===== config.mk =====
export PLATFORM = sky130hd
export DESIGN_NAME = switch_debouncer
export DESIGN_NICKNAME = d
export VERILOG_FILES = /design/src/rtl/lab_pkg.sv /design/src/rtl/debounce_bit.sv /design/src/rtl/switch_debouncer.sv
export SDC_FILE = /design/constraint.sdc
export NUM_CORES = 1
export LEC_CHECK = 0
export ABC_AREA = 1
export BUFFER_PORTS_ARGS = -buffer_cell sky130_fd_sc_hd__buf_2
export CAP_MARGIN = 10
export CORE_MARGIN = 8
export CORE_UTILIZATION = 40
export DETAILED_ROUTE_END_ITERATION = 8
export PLACE_DENSITY = 0.57
export SYNTH_ARGS = -nofsm -noshare
export SYNTH_HDL_FRONTEND = slang
export SYNTH_SLANG_ARGS = --single-unit

===== constraint.sdc =====
create_clock -name clk -period 3.21 [get_ports clk]
set_clock_uncertainty 0.15 [all_clocks]
set_input_delay 0.4815 -clock clk [delete_from_list [all_inputs] [get_ports clk]]
set_output_delay 0.4815 -clock clk [all_outputs]
set_load 0.01 [all_outputs]

===== src/rtl/lab_pkg.sv =====
// Shared types and constants for the lab board input-conditioning blocks.
package lab_pkg;

  localparam int DEBOUNCE_SYNC_STAGES = 2;

  typedef logic [0:0] debounce_state_t;
  localparam debounce_state_t IDLE    = 1'b0;
  localparam debounce_state_t PENDING = 1'b1;

endpackage


===== src/rtl/debounce_bit.sv =====
// One switch bit: 2-flop synchroniser, IDLE/PENDING stability FSM and optional
// registered rise/fall pulses (enabled by SWITCH_EDGE_EN).
module debounce_bit
  import lab_pkg::*;
#(
  parameter int STABLE_CYCLES = 1000
) (
  input  logic clk,
  input  logic rst,
  input  logic raw,
  output logic clean
`ifdef SWITCH_EDGE_EN
  ,
  output logic rise,
  output logic fall
`endif
);

  localparam int CNT_W = $clog2(STABLE_CYCLES);
  localparam logic [CNT_W-1:0] TERMINAL = CNT_W'(STABLE_CYCLES - 1);

  logic [DEBOUNCE_SYNC_STAGES-1:0] sync_chain;
  logic                            sync2;
  debounce_state_t                 state;
  debounce_state_t                 state_nx;
  logic [CNT_W-1:0]                cnt;
  logic [CNT_W-1:0]                cnt_nx;
  logic                            clean_nx;

  assign sync2 = sync_chain[DEBOUNCE_SYNC_STAGES-1];

  // Next-state logic: a level must differ from clean for STABLE_CYCLES edges in a row.
  always_comb begin
    state_nx = state;
    cnt_nx   = cnt;
    clean_nx = clean;
    case (state)
      IDLE: begin
        if (sync2 != clean) begin
          state_nx = PENDING;
          cnt_nx   = CNT_W'(1);
        end else begin
          cnt_nx   = {CNT_W{1'b0}};
        end
      end
      PENDING: begin
        if (sync2 == clean) begin
          state_nx = IDLE;
          cnt_nx   = {CNT_W{1'b0}};
        end else if (cnt == TERMINAL) begin
          clean_nx = sync2;
          state_nx = IDLE;
          cnt_nx   = {CNT_W{1'b0}};
        end else begin
          cnt_nx   = cnt + CNT_W'(1);
        end
      end
      default: begin
        state_nx = IDLE;
        cnt_nx   = {CNT_W{1'b0}};
      end
    endcase
  end

  // Synchroniser, FSM state, counter and clean level registers.
  always_ff @(posedge clk) begin
    if (rst) begin
      sync_chain <= {DEBOUNCE_SYNC_STAGES{1'b0}};
      state      <= IDLE;
      cnt        <= {CNT_W{1'b0}};
      clean      <= 1'b0;
    end else begin
      sync_chain <= {sync_chain[DEBOUNCE_SYNC_STAGES-2:0], raw};
      state      <= state_nx;
      cnt        <= cnt_nx;
      clean      <= clean_nx;
    end
  end

`ifdef SWITCH_EDGE_EN
  // Pulses line up with the first cycle clean shows its new value.
  always_ff @(posedge clk) begin
    if (rst) begin
      rise <= 1'b0;
      fall <= 1'b0;
    end else begin
      rise <= clean_nx & ~clean;
      fall <= ~clean_nx & clean;
    end
  end
`endif

endmodule


===== src/rtl/switch_debouncer.sv =====
// Debounced slide-switch bus; per-bit rise/fall pulse ports exist only when
// SWITCH_EDGE_EN is defined.
module switch_debouncer
  import lab_pkg::*;
#(
  parameter int WIDTH         = 8,
  parameter int STABLE_CYCLES = 1000
) (
  input  logic             clk,
  input  logic             rst,
  input  logic [WIDTH-1:0] switch,
  output logic [WIDTH-1:0] switch_clean
`ifdef SWITCH_EDGE_EN
  ,
  output logic [WIDTH-1:0] switch_rise,
  output logic [WIDTH-1:0] switch_fall
`endif
);

  if (STABLE_CYCLES < 2 || STABLE_CYCLES > (1 << 20)) begin : g_bad_stable
    $error("switch_debouncer: STABLE_CYCLES must be in 2..2**20");
  end

  for (genvar i = 0; i < WIDTH; i++) begin : g_bit
    debounce_bit #(
      .STABLE_CYCLES(STABLE_CYCLES)
    ) u_bit (
      .clk  (clk),
      .rst  (rst),
      .raw  (switch[i]),
      .clean(switch_clean[i])
`ifdef SWITCH_EDGE_EN
      ,
      .rise (switch_rise[i]),
      .fall (switch_fall[i])
`endif
    );
  end

endmodule


After elaboration in Yosys (flattened, before gate mapping)

Cells that the tools add are included.

Memory bits (read-only): 0
Flip-flop bits (word level): 112
Input port bits: 10
Logic and storage cells: 152
Output and inout bits: 8
Bits in latches: 0
Memories: 0
Memory bits (writable): 0

$add $sub $neg: 8
Equal/unequal tests: 24
Bitwise logic cells: 16
Muxes and demuxes: 64
Divide/modulo/power cells: 0
Multiply operators: 0
Magnitude comparators: 0
Shift operators: 0
Reductions and logical operators: 8

Operators with widths:

| cell                    | number |
|---|---|
| $mux W10                | 16 |
| $pmux W10 S2            | 8 |
| $add A10 B1 Y10 const B | 8 |
| $eq A10 B10 Y1 const B  | 8 |
| $mux W1                 | 32 |
| $reduce_and A3 Y1       | 8 |
| $not A1 Y1              | 16 |
| $pmux W1 S2             | 8 |
| $eq A1 B1 Y1            | 8 |
| $ne A1 B1 Y1            | 8 |

Logic depth before layout (Yosys ltp)

Word-level depth: 4
Depth in mapped cells: 8
Gate-level depth less buffers: 8

Hierarchy

From an unflattened synthesis, not the netlist that was laid out.

Cell total of the unflattened synthesis: 665
Area, all modules: 5152.4 um^2

By module, submodules not included:

| module                             | area an instance (um^2) | times used | seq. area each (um^2) | cells each |
|---|---|---|---|---|
| debounce_bit at g_bit[0].u_bit ... | 646.9                   | 7          | 280.3                 | 84 |
| debounce_bit at g_bit[7].u_bit     | 624.3                   | 1          | 280.3                 | 77 |

Worst setup path after synthesis

No wires, ideal clock.

Path type: flip-flop to flip-flop
From: register g_bit[4].u_bit.cnt[0]
To: register g_bit[4].u_bit.cnt[6]
Library setup time: 0.121 ns
Data required time: 2.939 ns
Stages on the path, launching flop included: 7
Slack: 1.801 ns
Path buffers: 0
Clock period less this slack: 1.409 ns
Data arrival time: 1.138 ns
Cells stage by stage: dfxtp_1 > ha_1 > nand2_1 > nor2_1 > nand3_1 > nand2_1 > a21oi_1

Cells in the longest elaborated chain, start to end: 4
Elaborated cells on any way between the ends: 5
Those cells by class: add/sub: 1; eq/ne: 1; mux: 3

RTL lines:

| item                                              | line                                   | RTL |
|---|---|---|
| start, declared                                   | debounce_bit.sv:26                     | `logic [CNT_W-1:0] cnt;` |
| start signal, assigned                            | debounce_bit.sv:70                     | `cnt <= {CNT_W{1'b0}};` |
| start signal, assigned                            | debounce_bit.sv:75                     | `cnt <= cnt_nx;` |
| $add A10 B1 Y10 or $eq A10 B10 Y1 (tied branches) | debounce_bit.sv:55, debounce_bit.sv:50 |  |
| $mux W10 *                                        | debounce_bit.sv:50                     | `end else if (cnt == TERMINAL) begin` |
| $mux W10 *                                        | debounce_bit.sv:47                     | `if (sync2 == clean) begin` |
| $pmux W10 S2 *                                    | debounce_bit.sv:37                     | `case (state)` |

Every way passes the cells marked *; elsewhere a longest branch is shown, timed or not.
A chain may end at the register's enable or synchronous reset.

==> results.rst <==
.. list-table::
   :header-rows: 1

   * - Metric
     - Value
   * - Post-synthesis net count
     - 722
   * - Yosys top cell by area
     - dfxtp_1
   * - Tightest Pin Transition
     - 0.435 ns
   * - Hold-fix buffer count after cts
     - 0
   * - Combined buffer and inverter count along the critical path
     - 2
   * - Filler instances
     - 1,246
   * - Crit path max fanout
     - 23
   * - Hold Crit Depth
     - 3
   * - Prevailing post-synth register cell
     - dfxtp_1
   * - Core outline area
     - 12,500 µm²
   * - Class of the tightest hold or removal check
     - in -> reg
   * - Final min period
     - 1.68 ns
   * - Outcome
     - complete, no violations
   * - CP required
     - 3.32 ns
   * - Syn-to-layout area delta
     - 11.0%
   * - CTS buffer count
     - 9
   * - Worst-path clk slew
     - 0.07 ns
   * - Total track usage
     - 0.122
   * - Total standard cell area after synthesis
     - 5050 µm²
   * - Cell family with most CP delay
     - simple AND/OR/NAND/NOR gates
   * - Largest net degree at the start of global routing
     - 24
   * - Source of the worst register-to-register timing path
     - g_bit[6].u_bit.cnt[0]
   * - Number of sinks on the clock net
     - 112
   * - Number of input and output port buffers inserted
     - 17
   * - Cell type of the slowest stage on the worst timing path
     - inv_1
   * - Synth cell types
     - 27
   * - Detailed Place HPWL
     - 6600 µm
   * - Maximum cell stage delay along the critical path
     - 0.39 ns
   * - Area used by multi-input combinational logic
     - 2260 µm²
   * - Io pins
     - 18
   * - Number of gates given a new drive strength after cts
     - 0
   * - Worst R2R End
     - g_bit[6].u_bit.cnt[4]
   * - Worst setup EP type
     - register
   * - Cell count of the worst reg-to-reg path
     - 6
   * - Cell types with the largest area share after synthesis
     - dfxtp_1 44%, nand2_1 11%, nor2_1 9.6%, inv_1 9.2%, nand3_1 3.9%
   * - Cell count along the critical path
     - 6
   * - Antenna Violating Nets Remaining
     - 0
   * - Layout cells sized above 1
     - 0.0771
   * - Detailed Route Iter0 Violations
     - 150
   * - Max Buffers Root-to-Sink
     - 2
   * - Most frequent cell after synthesis
     - nand2_1
   * - Pre-antenna DRT Iters
     - 4
   * - H-tree depth
     - 3
   * - Share of Yosys cell area claimed by the top area cell type
     - 0.444
   * - Synth Register Bits
     - 112
   * - Average routed wire per standard cell
     - 9.95 µm
   * - Relative slew slack
     - 0.710
   * - Sequential share of the synthesized area
     - 0.444
   * - Syn. warnings
     - 0
   * - Total setup violations reported at the end of the flow
     - 0
   * - Gate count after technology mapping
     - 704
   * - Endpoint of the worst hold-timing path
     - g_bit[6].u_bit.sync_chain[0]
   * - Global-route wire length before repair
     - 16,500 µm
   * - # diodes
     - 0
   * - WL final
     - 8940 µm
   * - Crit path launch type
     - input port
   * - Final hold violation count
     - 0
   * - Leak pwr
     - 2.22 nW
   * - Clock latency on the worst-skew pair
     - 0.34 ns
   * - Total of max-cap violations
     - 0
   * - Number of placement rows
     - 41
   * - Max frequency
     - 0.597 GHz
   * - Number of global-route vias before repair
     - 3,972
   * - EDFF count, synth
     - 0
   * - Slew Limit Fails
     - 0
   * - Clock root cell
     - clkbuf_16
   * - Overall die height
     - 128 µm
   * - Syn Area/Cell
     - 7.17 µm²
   * - List of cells traversed by the critical path
     - buf_2, inv_1, nand2_1, nor3_2, nand2_2, nor3_1
   * - Sequential cell area
     - 2240 µm²
   * - Worst path arrival time
     - 1.79 ns
   * - Final TNS setup
     - 0 ns
   * - Initial cell density of the core
     - 0.405
   * - Worst VDD drop
     - 0.311 mV
   * - Crit share post-route
     - 0.522
   * - Clock tree from TritonCTS
     - built
   * - Antenna violations before repair
     - 0
   * - Share of synthesized registers carrying an async set or reset
     - 0
   * - Hold Path Origin
     - switch[6]
   * - Total vias in the final route
     - 4,022
   * - Critical Setup Path Class
     - in -> reg
   * - Post-Route Hold Slack
     - 0.188 ns
   * - Leading cell types by count after synthesis
     - 148 x nand2_1, 129 x nor2_1, 124 x inv_1
   * - PD cells
     - 476 nW/µm²
   * - Post-CTS setup-driven buffer insertion count
     - 0
   * - Aggregate global routing overflow
     - 0
   * - Unrepaired setup endpoints after global routing
     - no
   * - Via-per-instance ratio
     - 4.48
   * - Final layout net count
     - 739
   * - Flop2flop setup slack
     - 1.58 ns
   * - # DRC
     - 0
   * - Die area
     - 16,500 µm²
   * - Die width
     - 128 µm
   * - Routability cong.
     - 0.810
==> layer usage <==
metal | routed length [µm] | global-route usage
met2 | 4300 | 0.217
met5 | 0 | 0
met3 | 307 | 0.0405
met1 | 4210 | 0.131
met4 | 119 | 0.0448
==> cells by family after synthesis <==
kind of cell,Yosys count,synth area share
flops,112,0.444
compound gates,38,0.0397
simple gates,376,0.328
buf+inv,135,0.107
fa+ha+maj,8,0.0198
xor+xnor,35,0.0607
==> worst max path at each step <==
stage	slack (ns)	startpoint	end
3_5_place_dp	1.16	rst	g_bit[6].u_bit.cnt[4]
2_1_floorplan	1.80	g_bit[4].u_bit.cnt[0]	g_bit[4].u_bit.cnt[6]
4_1_cts	1.53	rst	g_bit[6].u_bit.cnt[4]
6_report	1.53	rst	g_bit[6].u_bit.cnt[4]
3_3_place_gp	1.21	rst	g_bit[6].u_bit.cnt[2]
5_1_grt	1.35	rst	g_bit[6].u_bit.cnt[4]
==> worst reg2reg max path, stage by stage, from the launching register on <==
cell,delay (ns)
dfxtp_1,0.51
ha_1,0.27
nand2_1,0.09
nor2_1,0.16
nand2_1,0.10
nand2_2,0.17
nor3_1,0.08
==> through the flow <==
stage	area [µm²]	util	std cells	power, W	worst slack, ns
floorplan	5050	-	704	0.00147	1.80
global placement	5270	0.423	882	0.00148	1.21
CTS	5600	0.450	898	0.00271	1.53
finish	5600	0.450	898	0.00267	1.53
detailed placement	5270	0.423	882	0.00148	1.16
global route	5600	0.450	898	0.00278	1.35
==> final cells by class <==
type / instances / area share
sequential: 112 / 0.400
tap: 172 / 0.0384
timing repair buffer: 17 / 0.0152
clock buffer: 10 / 0.0426
clock inverter: 6 / 0.0165
multi-input combinational: 457 / 0.404
inverter: 124 / 0.0831
==> state kept, by name, indices dropped and copies added (netlist names) <==
register and flops:
g_bit.u_bit.cnt 80, g_bit.u_bit.sync_chain 16, g_bit.u_bit.clean 8, g_bit.u_bit.state 8
==> cell usage in the layout (no fill, tap or decap), drive strengths merged, types with 2 or more instances in the layout <==
| cell type | count |
|---|---|
| a21oi | 29 |
| and2 | 3 |
| and3 | 2 |
| buf | 17 |
| bufinv | 2 |
| clkbuf | 10 |
| clkinv | 2 |
| clkinvlp | 2 |
| dfxtp | 112 |
| ha | 8 |
| inv | 124 |
| nand2 | 154 |
| nand3 | 44 |
| nand3b | 3 |
| nand4 | 25 |
| nor2 | 134 |
| nor3 | 6 |
| o21ai | 8 |
| or2 | 5 |
| xnor2 | 13 |
| xor2 | 22 |
==> power by group <==
group | switching, W | leakage (nW) | total (W) | internal, W
sequential | 0.0000101 | 0.907 | 0.00141 | 0.00140
combinational | 0.0000237 | 1.16 | 0.0000382 | 0.0000145
clock | 0.000508 | 0.155 | 0.00122 | 0.000708
No activity file was read; power rests on OpenSTA's default activity.
